$ cat src/rtl/rpn_pkg.sv
// rpn_pkg: shared state encoding, field widths and flag positions for the RPN sequencer
package rpn_pkg;
  typedef enum logic [1:0] {
    ST_ENTRA_A = 2'b00,
    ST_ENTRA_B = 2'b01,
    ST_OPERA   = 2'b10,
    ST_MOSTRA  = 2'b11
  } estado_t;
  localparam int OPCODE_W = 3;
  localparam int FLAGS_W  = 4;
  localparam int FLAG_C   = 3;
  localparam int FLAG_Z   = 2;
  localparam int FLAG_N   = 1;
  localparam int FLAG_V   = 0;
endpackage

$ cat src/rtl/detector_borda_subida.sv
// detector_borda_subida: rising-edge pulse; history resets high so a level held through reset is not a press
module detector_borda_subida (
  input  logic clk,
  input  logic reset,
  input  logic sinal,
  output logic pulso
);
  logic sinal_q;
  always_ff @(posedge clk)
    if (reset) sinal_q <= 1'b1;
    else sinal_q <= sinal;
  assign pulso = sinal & ~sinal_q;
endmodule

$ cat src/rtl/sequenciador_rpn.sv
// sequenciador_rpn: RPN front-end sequencer for the ALU; define RPN_CHAIN_EN to chain the result into the next operand A.
module sequenciador_rpn
  import rpn_pkg::*;
#(
  parameter int WIDTH          = 8,
  parameter int TIMEOUT_CICLOS = 15
) (
  input  logic                clk,
  input  logic                reset,
  input  logic                enter,
  input  logic [WIDTH-1:0]    dado_in,
  input  logic [OPCODE_W-1:0] opcode,
  output logic [WIDTH-1:0]    alu_a,
  output logic [WIDTH-1:0]    alu_b,
  output logic [OPCODE_W-1:0] alu_op,
  output logic                alu_start,
  input  logic                alu_valid,
  input  logic [WIDTH-1:0]    alu_result,
  input  logic [FLAGS_W-1:0]  alu_flags,
  output logic [WIDTH-1:0]    resultado,
  output logic [FLAGS_W-1:0]  flags,
  output logic [1:0]          estado,
  output logic                erro
);
  localparam int CNT_W = 8;
  logic                pulso;
  estado_t             estado_q, estado_d;
  logic [WIDTH-1:0]    a_q, a_d, b_q, b_d, res_q, res_d;
  logic [OPCODE_W-1:0] op_q, op_d;
  logic [FLAGS_W-1:0]  flags_q, flags_d;
  logic                erro_q, erro_d;
  logic [CNT_W-1:0]    cnt_q, cnt_d;

  detector_borda_subida u_borda (.clk(clk), .reset(reset), .sinal(enter), .pulso(pulso));

  always_comb begin
    estado_d = estado_q;
    a_d      = a_q;
    b_d      = b_q;
    op_d     = op_q;
    res_d    = res_q;
    flags_d  = flags_q;
    erro_d   = erro_q;
    cnt_d    = cnt_q;
    case (estado_q)
      ST_ENTRA_A: if (pulso) begin
        a_d      = dado_in;
        estado_d = ST_ENTRA_B;
      end
      ST_ENTRA_B: if (pulso) begin
        b_d      = dado_in;
        op_d     = opcode;
        cnt_d    = '0;
        estado_d = ST_OPERA;
      end
      ST_OPERA: begin
        cnt_d = cnt_q + 1'b1;
        if (alu_valid) begin
          res_d    = alu_result;
          flags_d  = alu_flags;
          erro_d   = 1'b0;
          estado_d = ST_MOSTRA;
        end else if (cnt_q == CNT_W'(TIMEOUT_CICLOS - 1)) begin
          res_d    = '0;
          flags_d  = '0;
          erro_d   = 1'b1;
          estado_d = ST_MOSTRA;
        end
      end
      ST_MOSTRA: if (pulso) begin
        erro_d = 1'b0;
`ifdef RPN_CHAIN_EN
        a_d      = erro_q ? a_q : res_q;
        estado_d = erro_q ? ST_ENTRA_A : ST_ENTRA_B;
`else
        estado_d = ST_ENTRA_A;
`endif
      end
    endcase
  end

  always_ff @(posedge clk)
    if (reset) begin
      estado_q <= ST_ENTRA_A;
      a_q      <= '0;
      b_q      <= '0;
      op_q     <= '0;
      res_q    <= '0;
      flags_q  <= '0;
      erro_q   <= 1'b0;
      cnt_q    <= '0;
    end else begin
      estado_q <= estado_d;
      a_q      <= a_d;
      b_q      <= b_d;
      op_q     <= op_d;
      res_q    <= res_d;
      flags_q  <= flags_d;
      erro_q   <= erro_d;
      cnt_q    <= cnt_d;
    end

  // counter is cleared on entry, so zero marks the first OPERA cycle
  assign alu_start = (estado_q == ST_OPERA) && (cnt_q == '0);
  assign alu_a     = a_q;
  assign alu_b     = b_q;
  assign alu_op    = op_q;
  assign resultado = res_q;
  assign flags     = flags_q;
  assign erro      = erro_q;
  assign estado    = estado_q;
endmodule

$ cat config.mk
export PLATFORM = sky130hd
export DESIGN_NAME = sequenciador_rpn
export DESIGN_NICKNAME = d
export VERILOG_FILES = /design/src/rtl/rpn_pkg.sv /design/src/rtl/detector_borda_subida.sv /design/src/rtl/sequenciador_rpn.sv
export SDC_FILE = /design/constraint.sdc
export NUM_CORES = 1
export LEC_CHECK = 0
export ABC_CLOCK_PERIOD_IN_PS = 1940
export CAP_MARGIN = 20
export CELL_PAD_IN_SITES_DETAIL_PLACEMENT = 0
export CELL_PAD_IN_SITES_GLOBAL_PLACEMENT = 1
export CORE_MARGIN = 5
export CORE_UTILIZATION = 32
export DETAILED_ROUTE_END_ITERATION = 16
export MAX_ROUTING_LAYER = met4
export PLACE_DENSITY = 0.76
export SYNTH_ARGS = -nofsm -noshare
export SYNTH_HDL_FRONTEND = slang
export SYNTH_SLANG_ARGS = --single-unit
$ cat constraint.sdc
create_clock -name clk -period 1.94 [get_ports clk]
set_input_delay 0.291 -clock clk [delete_from_list [all_inputs] [get_ports clk]]
set_output_delay 0.291 -clock clk [all_outputs]
set_load 0.01 [all_outputs]
==> results of run 1 <==
==> logic make-up after synthesis <==
kind of cell,count (synthesis)
buffers and inverters,18
DFF,43
muxes,2
xor gates and xnor gates,6
and+or+nand+nor,69
adders and majority gates,8
AOI/OAI and AO/OA,48
==> synthesized netlist by cell type, drive strengths merged <==
master and number:
dfxtp 43, nand2 37, a21oi 24, a22o 12, nor2 9, clkbuf 8, ha 8, nand3 8
xor2 6, buf 5, inv 5, o211ai 5, nor2b 3, o21ai 3, and3 2, and4 2
mux2i 2, o2111ai 2, or2 2, a41o 1, and2 1, and3b 1, nand4 1, nor3 1
nor4 1, o221a 1, or4b 1
==> per-stage QoR <==
| step | std cells | power [mW] | hold slack (ns) | utilization | setup slack [ns] |
|---|---|---|---|---|---|
| 6_report | 330 | 2.12 | 0.458 | 0.472 | 0.188 |
| 5_1_grt | 330 | 2.27 | 0.474 | 0.472 | 0.0933 |
| 4_1_cts | 330 | 2.15 | 0.457 | 0.472 | 0.171 |
| 3_5_place_dp | 322 | 1.60 | 0.447 | 0.455 | 0.213 |
| 3_3_place_gp | 322 | 1.60 | 0.442 | 0.455 | 0.222 |
| 2_1_floorplan | 194 | 1.32 | 0.398 | - | 0.265 |
==> power by group through the flow <==
stage               sequential (mW)  clock [mW]  combinational [mW]
floorplan                      1.03           0               0.291
global placement               1.00           0               0.594
detailed placement             1.01           0               0.591
CTS                           0.990       0.571               0.591
global route                  0.999       0.618               0.653
finish                        0.990       0.547               0.583
==> critical path: stages (launching register included) <==
cell	delay, ns
dfxtp_1	0.43
inv_2	0.08
ha_2	0.22
and4_1	0.17
dlygate4sd2_1	0.28
==> routing by layer <==
| layer | wire length [um] | GRT usage |
|---|---|---|
| met5 | 0 | - |
| met4 | 47 | 0.0482 |
| met3 | 141 | 0.0385 |
| met2 | 2070 | 0.207 |
| met1 | 2170 | 0.168 |
==> registers in the layout (all words and copies together), names as in the netlist <==
signal           cells
u_borda.sinal_q      1
flags                4
alu_b                8
alu_op               3
resultado            8
erro                 1
cnt_q                8
estado               2
alu_a                8
==> cell type report <==
cell class	instances	share of cell area
Tap cell	72	0.0353
Clock buffer	5	0.0269
Inverter	5	0.00735
Sequential cell	43	0.338
Multi-Input combinational cell	133	0.322
Clock inverter	2	0.00539
Timing Repair Buffer	70	0.265
==> final timing paths <==
path                          start                     to  slack, ns  cells past startpoint
max reg2reg   cnt_q[7]$_SDFFE_PP0P_      erro$_SDFFE_PP0P_       0.30                      5
max          estado[0]$_SDFFE_PP0P_              alu_start       0.19                      4
min           alu_b[2]$_SDFFE_PP0P_  alu_b[2]$_SDFFE_PP0P_       0.46                      2
min reg2reg   alu_b[2]$_SDFFE_PP0P_  alu_b[2]$_SDFFE_PP0P_       0.46                      2
==> repair_timing <==
action,4_1_cts,5_1_grt
hold buffers,0,0
setup buffers,1,0
resized for setup,4,0
hold endpoints to repair,0,0
setup endpoints to repair,1,0
==> metrics, run 1 <==
most common cell after layout, fill and taps aside clkdlybuf4s50_1; outcome finished, final reports clean; Setup Viol. Count Final 0; Pwr per Cell Area between 800 and 900 mW/mm2; #FFs+latches synth 43; yosys warns 0; Fin Setup TNS 0 ns; Slew HR 0.688; Final ANT Viol Nets 0; GRT Overall Usage 0.134; Final Instance Area ~0.0026 mm2; Distinct cells, synth 29; Cells after Synth slightly below 200; skew final about 0.014 ns; Die Span X 84.0 um; Final min period roughly 1.8 ns; Max Cap Violations 0; Reg power frac 0.467; Area growth syn-to-layout 45.6%; Sw Ratio 0.302; vias per std cell about 4.6; Synth Cell Area 0.00175 mm2; simple-gate area share of the yosys netlist 0.189; number of fillers in the final layout between 500 and 600; Top Ports just over 60; IO buf count 61; # diodes 0; NetSw 0.640 mW; max-slew violation count 0; crit end category output port; leakage ~0.94 nW; CTS sink cnt 43; antenna violations before repair 0; VDD IR-drop max about 430 uV; Post-Synth XOR/XNOR Area 0.0300; Clock transition at path regs roughly 0.08 ns; internal power around 1.5 mW; grt ovf 0; mux contribution to synthesized area 0.0114; root buffer cell clkbuf_8; CTS Buffer Depth 2; critical path class reg -> out; RSZ-0062 raised after global routing no; Die Height about 84 um; commonest non-fill, non-tap cells in the layout clkdlybuf4s50_1, dfxtp_1, nand2_1; post-synthesis compound-gate area fraction 0.180; largest net degree at the start of global routing 22; Synth area leader dfxtp_1; ratio of cells with drive above 1 in the final layout 0.0891; critical path fanouts, max 5; CP Launch Type flip-flop; syn nets about 230; HPWL after DPL around 3.3 mm; Avg Synthesized Cell Area between 9 and 10 um2; Nets ~290; main area contributors after synthesis dfxtp_1, nand2_1, a21oi_1, a22o_1, ha_1; FF+latch area roughly 860 um2; CTS Buf Count 5; top-area cell type share of the netlist area 0.491; largest family of logic cells by synthesized area simple AND/OR/NAND/NOR gates; WL per Instance 13.4 um; Worst EP arrival ~1.5 ns; Slew @ Worst Pin 0.464 ns; Die ar. just over 0.007 mm2; sequential share of the synthesized area 0.491; Fin. Hold Viols 0; drt total wl roughly 4.4 mm; Initial DRC Count 87; Synth Area in Adders 0.0571; worst min path class reg -> reg; first-pass GRT wire length between 7 and 8 mm; Clock power frac 0.258; 1st-pass router iterations 4; clock latency on the worst-skew pair 0.29 ns; vias in the first global route around 1.5k; Initial Utilization 0.325; combinational share of power 0.275; Core Area about 0.0054 mm2; CTS tree done; RePlAce Congestion roughly 0.8; fmax approximately 0.57 GHz; row count 27; period utilisation layout 0.903; DRC 0; H-Tree Depth 2; Worst EP required between 1.5 and 2 ns; area of the multi-input gates approximately 800 um2; routed vias roughly 1.5k; Placed Area roughly 0.0025 mm2
Note: power is estimated with default switching activity, not from simulation.
==> run 2, diff against run 1 <==
--- a/config.mk
+++ b/config.mk
@@ -11,6 +11,7 @@
 export CELL_PAD_IN_SITES_GLOBAL_PLACEMENT = 1
 export CORE_MARGIN = 5
 export CORE_UTILIZATION = 32
+export CTS_CLUSTER_DIAMETER = 30
 export DETAILED_ROUTE_END_ITERATION = 16
 export MAX_ROUTING_LAYER = met4
 export PLACE_DENSITY = 0.76
==> results of run 2 <==
No change in the layout: final DEF, timing and power equal those of run 1.
